==> src/rtl/spi_sram_responder.sv <==
// SPI mode-0 SRAM responder: read (0x03), write (0x02), status (0x05) over a byte memory with a host backdoor port.
// MISO updates SYNC_STAGES+1 clk after the sclk fall; host_rdata is registered (1 cycle); no backpressure.
module spi_sram_responder #(
  parameter int ADDR_BITS   = 8,
  parameter int SYNC_STAGES = 2
) (
  input  logic                 clk,
  input  logic                 reset,
  input  logic                 spi_cs_n,
  input  logic                 spi_sclk,
  input  logic                 spi_mosi,
  output logic                 spi_miso,
  output logic                 busy,
  output logic                 cmd_err,
  output logic                 wr_pulse,
  input  logic                 host_we,
  input  logic [ADDR_BITS-1:0] host_addr,
  input  logic [7:0]           host_wdata,
  output logic [7:0]           host_rdata
);

  typedef enum logic [2:0] {
    S_IDLE, S_CMD, S_ADDR_HI, S_ADDR_LO, S_READ, S_WRITE, S_STATUS, S_IGNORE
  } state_t;

  localparam int DEPTH = 1 << ADDR_BITS;

  logic [SYNC_STAGES-1:0] r_cs_sync, r_sclk_sync, r_mosi_sync, r_cs_real;
  logic                   r_cs_d, r_sclk_d;
  state_t                 r_state, w_next;
  logic [2:0]             r_bit_cnt;
  logic [7:0]             r_rx_shift, r_tx_shift;
  logic [15:0]            r_addr;
  logic                   r_is_read;
  logic                   r_miso, r_cmd_err, r_wr_pulse;
  logic [7:0]             r_host_rdata;
  logic [7:0]             r_mem [DEPTH];

  logic       w_cs, w_sclk, w_mosi;
  logic       w_cs_fall, w_rise, w_fall;
  logic       w_shift_en, w_tx_en, w_byte_done, w_spi_we, w_cmd_bad;
  logic [7:0] w_byte_in, w_tx_load;

  assign w_cs   = r_cs_sync[SYNC_STAGES-1];
  assign w_sclk = r_sclk_sync[SYNC_STAGES-1];
  assign w_mosi = r_mosi_sync[SYNC_STAGES-1];

  assign w_cs_fall   = r_cs_d & ~w_cs;
  assign w_rise      = ~w_cs & w_sclk & ~r_sclk_d;
  assign w_fall      = ~w_cs & ~w_sclk & r_sclk_d;
  assign w_byte_in   = {r_rx_shift[6:0], w_mosi};
  assign w_byte_done = w_shift_en & w_rise & (r_bit_cnt == 3'd7);
  assign w_spi_we    = w_byte_done & (r_state == S_WRITE);
  assign w_cmd_bad   = w_byte_done & (r_state == S_CMD) &
                       (w_byte_in != 8'h02) & (w_byte_in != 8'h03) & (w_byte_in != 8'h05);
  assign w_tx_load   = (r_state == S_STATUS) ? 8'h40 : r_mem[r_addr[ADDR_BITS-1:0]];

  // r_cs_real marks which sync stages hold real pin samples, so the reset fill of the
  // chain never looks like a cs_n falling edge when the pin is already low.
  always_ff @(posedge clk) begin
    if (reset) begin
      r_cs_sync   <= '1;
      r_sclk_sync <= '0;
      r_mosi_sync <= '0;
      r_cs_real   <= '0;
      r_cs_d      <= 1'b0;
      r_sclk_d    <= 1'b0;
    end else begin
      r_cs_sync   <= {r_cs_sync[SYNC_STAGES-2:0], spi_cs_n};
      r_sclk_sync <= {r_sclk_sync[SYNC_STAGES-2:0], spi_sclk};
      r_mosi_sync <= {r_mosi_sync[SYNC_STAGES-2:0], spi_mosi};
      r_cs_real   <= {r_cs_real[SYNC_STAGES-2:0], 1'b1};
      r_cs_d      <= w_cs & r_cs_real[SYNC_STAGES-1];
      r_sclk_d    <= w_sclk;
    end
  end

  always_ff @(posedge clk) begin
    if (reset) r_state <= S_IDLE;
    else       r_state <= w_next;
  end

  always_comb begin
    w_next = r_state;
    case (r_state)
      S_IDLE:    if (w_cs_fall) w_next = S_CMD;
      S_CMD:
        if (w_byte_done) begin
          if (w_byte_in == 8'h03 || w_byte_in == 8'h02) w_next = S_ADDR_HI;
          else if (w_byte_in == 8'h05)                  w_next = S_STATUS;
          else                                          w_next = S_IGNORE;
        end
      S_ADDR_HI: if (w_byte_done) w_next = S_ADDR_LO;
      S_ADDR_LO: if (w_byte_done) w_next = r_is_read ? S_READ : S_WRITE;
      default:   ;
    endcase
    if (w_cs && r_state != S_IDLE) w_next = S_IDLE;
  end

  always_comb begin
    w_shift_en = 1'b0;
    w_tx_en    = 1'b0;
    case (r_state)
      S_CMD, S_ADDR_HI, S_ADDR_LO, S_WRITE: w_shift_en = 1'b1;
      S_READ, S_STATUS:                     w_tx_en    = 1'b1;
      default:                              ;
    endcase
  end

  always_ff @(posedge clk) begin
    if (reset) begin
      r_bit_cnt  <= 3'd0;
      r_rx_shift <= 8'h00;
      r_tx_shift <= 8'h00;
      r_addr     <= 16'h0000;
      r_is_read  <= 1'b0;
      r_miso     <= 1'b0;
      r_cmd_err  <= 1'b0;
      r_wr_pulse <= 1'b0;
    end else begin
      r_cmd_err  <= w_cmd_bad;
      r_wr_pulse <= w_spi_we;
      if (r_state == S_IDLE || w_cs) begin
        r_bit_cnt  <= 3'd0;
        r_rx_shift <= 8'h00;
        r_tx_shift <= 8'h00;
        r_miso     <= 1'b0;
      end else begin
        if (w_shift_en && w_rise) begin
          r_rx_shift <= w_byte_in;
          r_bit_cnt  <= r_bit_cnt + 3'd1;
        end
        if (w_byte_done) begin
          case (r_state)
            S_CMD:     r_is_read    <= (w_byte_in == 8'h03);
            S_ADDR_HI: r_addr[15:8] <= w_byte_in;
            S_ADDR_LO: r_addr[7:0]  <= w_byte_in;
            S_WRITE:   r_addr       <= r_addr + 16'd1;
            default:   ;
          endcase
        end
        if (w_tx_en) begin
          if (w_fall) begin
            r_bit_cnt <= r_bit_cnt + 3'd1;
            if (r_bit_cnt == 3'd0) begin
              r_miso     <= w_tx_load[7];
              r_tx_shift <= {w_tx_load[6:0], 1'b0};
              if (r_state == S_READ) r_addr <= r_addr + 16'd1;
            end else begin
              r_miso     <= r_tx_shift[7];
              r_tx_shift <= {r_tx_shift[6:0], 1'b0};
            end
          end
        end else begin
          r_miso <= 1'b0;
        end
      end
    end
  end

  // Memory is deliberately outside reset; SPI and host writes are exclusive via busy.
  always_ff @(posedge clk) begin
    if (w_spi_we)             r_mem[r_addr[ADDR_BITS-1:0]] <= w_byte_in;
    else if (host_we && w_cs) r_mem[host_addr]             <= host_wdata;
  end

  always_ff @(posedge clk) begin
    if (reset) r_host_rdata <= 8'h00;
    else       r_host_rdata <= r_mem[host_addr];
  end

  assign spi_miso   = r_miso;
  assign busy       = ~w_cs;
  assign cmd_err    = r_cmd_err;
  assign wr_pulse   = r_wr_pulse;
  assign host_rdata = r_host_rdata;

endmodule

==> config.mk <==
export PLATFORM = sky130hd
export DESIGN_NAME = spi_sram_responder
export DESIGN_NICKNAME = d
export VERILOG_FILES = /design/src/rtl/spi_sram_responder.sv
export SDC_FILE = /design/constraint.sdc
export NUM_CORES = 2
export LEC_CHECK = 0
export ABC_CLOCK_PERIOD_IN_PS = 12800
export CORE_UTILIZATION = 40
export CTS_CLUSTER_DIAMETER = 50
export DETAILED_ROUTE_END_ITERATION = 10
export HOLD_SLACK_MARGIN = 0.08
export PLACE_DENSITY = 0.5
export RECOVER_POWER = 100
export SLEW_MARGIN = 20
export SYNTH_ARGS = -nofsm -noshare
export SYNTH_HDL_FRONTEND = slang
export SYNTH_SLANG_ARGS = --single-unit
==> constraint.sdc <==
create_clock -name clk -period 12.8 [get_ports clk]
set_clock_uncertainty 0.2 [all_clocks]
set_input_delay 2.56 -clock clk [delete_from_list [all_inputs] [get_ports clk]]
set_output_delay 2.56 -clock clk [all_outputs]
set_load 0.02 [all_outputs]
==> run metrics <==
most frequent cells in the layout edfxtp_1 (2048), mux4_2 (1132), nor2_1 (319); largest net degree at the start of global routing 193; root buffer cell clkbuf_16; Skew-Pair Late Insertion Delay 0.92 ns; Setup TNS Final 0 ns; iteration-0 DRC count of the detailed router between 7000 and 8000; number of fillers in the final layout between 20000 and 25000; post-layout min period a little over 9 ns; routed vias/inst between 6 and 7; met3 Resource Use GR 6.09%; Sink Count approximately 2100; met1 usage 39.4%; Syn Inst Count 5040; GRT overflow 0; die width 499 µm; CTS buffer count ~280; crit path capture type register; setup bufs post-CTS 0; vias ~57000; Post-Synthesis Cell Area 98600 µm²; Tcrit/Tclk final 72.7%; overall routed net length around 350 mm; # rows 181; # nets final between 5000 and 6000; WP buf/inv 3; post-DP HPWL about 230 mm; Non-Filler Instances around 8600; Seq/Total Area, Yosys a little under two thirds; Post-route DRC 0; gr usage total around 28%; post-route setup slack ~3.5 ns; Area Overhead vs Synth 13.1%; CP startpoint kind primary input; Final Slew Violations 1113; GRT met2 Usage between 40% and 50%; Worst Path Arrival slightly above 9 ns; Slew @ Worst Pin about 4.6 ns; static leakage between 30 and 40 nW; Max IR drop VDD between 0.0001 and 0.00015 V; cell family with most CP delay buffers and inverters; Pwr per Cell Area ~140 nW/µm²; routability cong. roughly 0.90; DRT antenna net count 0; predominant post-synthesis flop cell edfxtp_1; htree depth 5; worst-path cell chain dlygate4sd3_1, and2_0, clkbuf_1, nand2_1, nand2_1, clkbuf_1; yosys warns 0; Critical Path RT between 10 and 15 ns; routed len/inst approximately 40 µm; Top Ports 34; placed insts approximately 8000; drt pass-1 iters 6; Post-Syn Area per Cell approximately 20 µm²; DP Worst Slack around 5.0 ns; unrepaired setup endpoints after global routing no; worst-path fanout max a little over 90; Layout Utilization a little under half; PostCTS Resize Cnt 0; die area ~250000 µm²; Hold Violations, Final 0; Netlist cell types approximately 70; slowest CP cell clkbuf_1; fmax ~110 MHz; status finished with violations; share of cells above drive strength 1 approximately a third; Max clock buf depth 4; Reg clk slew, reported paths 0.06 ns; failing checks capacitance limit, slew limit; gr busiest metal met2; CTS tree yes; global-route wire length before repair around 480 mm; Total Power approximately 0.016 W; Initial Utilization about two fifths; vias in the first global route ~57000; worst hold path class register to register; initial antenna violation count 23; Post-synth EDFFs between 2000 and 2500; Mapped Nets 5066; most common cell after layout, fill and taps aside edfxtp_1; CP Class primary input to register; fraction of registers with async set/reset 0%; Critical Path Max Stage Delay approximately 3.2 ns; number of setup violations in the final report 0; Port Buffer Count 33; #FFs+latches synth about 2100; Max-slew headroom -207%; Die Y about 500 µm; core footprint approximately 240000 µm²; hold buffers post-CTS 0; max_cap viols 27
registers in the layout, indices dropped and copies added (netlist names), named ones only:
register	flops
r_mem	2048
host_rdata	8
r_addr	8
r_rx_shift	7
r_tx_shift	7
r_bit_cnt	3
r_state	3
r_cs_real	2
r_cs_sync	2
r_mosi_sync	2
r_sclk_sync	2
cmd_err	1
r_cs_d	1
r_is_read	1
r_sclk_d	1
spi_miso	1
wr_pulse	1
final cells by class:
type                            count  area, µm²  area share (%)
Antenna cell                       18       45.0          0.0404
Clock buffer                      335       7460            6.69
Clock inverter                    147       1480            1.33
Inverter                           13       53.8          0.0482
Multi-Input combinational cell   2522      33900            30.4
Sequential cell                  2106      62700            56.2
Tap cell                         3202       4010            3.59
Timing Repair Buffer              272       1860            1.67
cells by family after synthesis:
family                     count (synthesis)  synth area share, %
xor gates and xnor gates                   3               0.0266
buffers and inverters                    412                 2.11
DFF                                     2106                 63.5
adders and majority gates                  4               0.0508
and+or+nand+nor                          805                 3.66
AOI/OAI and AO/OA                        378                 2.68
muxes                                   1332                 27.9
layer usage:
metal  wire length [µm]  vias up
li1                   -    22032
met1             143000    31291
met2             163000     2919
met3              30500      610
met4              15500       22
met5                346        -
where the power goes:
part / switching, W / total [W] / internal, W / leakage, nW
Clock: 0.00304 / 0.00770 / 0.00466 / 4.32
Combinational: 0.000448 / 0.000705 / 0.000257 / 10.3
Sequential: 0.0000123 / 0.00761 / 0.00759 / 19.2
path summary, 6_finish.rpt:
| check | to | slack [ns] | cells past startpoint | startpoint |
|---|---|---|---|---|
| setup / recovery | r_mem[190][3] | 3.50 | 6 | host_we |
| hold / removal | r_cs_sync[1] | 0.22 | 1 | r_cs_sync[0] |
| setup reg to reg | r_tx_shift[6] | 3.81 | 10 | register |
| hold reg to reg | r_cs_sync[1] | 0.22 | 1 | r_cs_sync[0] |
stage by stage:
| step | area [µm²] | hold WS (ns) |
|---|---|---|
| 4_1_cts | 112000 | 0.219 |
| 5_1_grt | 111000 | 0.243 |
| 3_5_place_dp | 103000 | 0.202 |
| 3_3_place_gp | 103000 | 0.215 |
| 2_1_floorplan | 98600 | 0.189 |
| 6_report | 112000 | 0.217 |
synth_stat cells (8+ instances only):
cell type	number	area share, %
edfxtp_1	2048	62
mux4_2	1132	26
nor2_1	322	1.2
nand2_1	224	0.85
clkbuf_1	177	0.67
mux2i_1	163	1.7
buf_2	124	0.63
nand3_1	65	0.33
a21oi_1	58	0.29
dfxtp_1	58	1.2
o22ai_1	49	0.31
o21ai_0	42	0.21
buf_4	39	0.30
mux2_2	37	0.42
nor2b_1	36	0.23
a211oi_1	35	0.27
a22oi_1	35	0.27
o221ai_1	33	0.29
nor3_1	31	0.16
buf_6	30	0.34
buf_1	28	0.11
nand3b_1	23	0.18
o211ai_1	23	0.18
nand2b_1	22	0.14
a31oi_1	16	0.10
and2_1	16	0.10
a2111oi_0	15	0.13
and3_1	13	0.082
nor3b_1	13	0.099
o31ai_1	12	0.091
inv_1	9	0.034
or3_1	9	0.057
a311oi_1	8	0.071
worst reg2reg max path, cell delays in order, from the launching register on:
cell	delay [ns]
dfxtp_4	0.80
buf_12	0.49
clkbuf_2	2.77
clkbuf_1	2.25
mux4_2	0.75
nand2_1	0.11
nand3_1	0.09
a32oi_1	0.33
nand3_1	0.51
o31ai_1	0.45
o31ai_1	0.12
No activity file was read; power rests on OpenSTA's default activity.
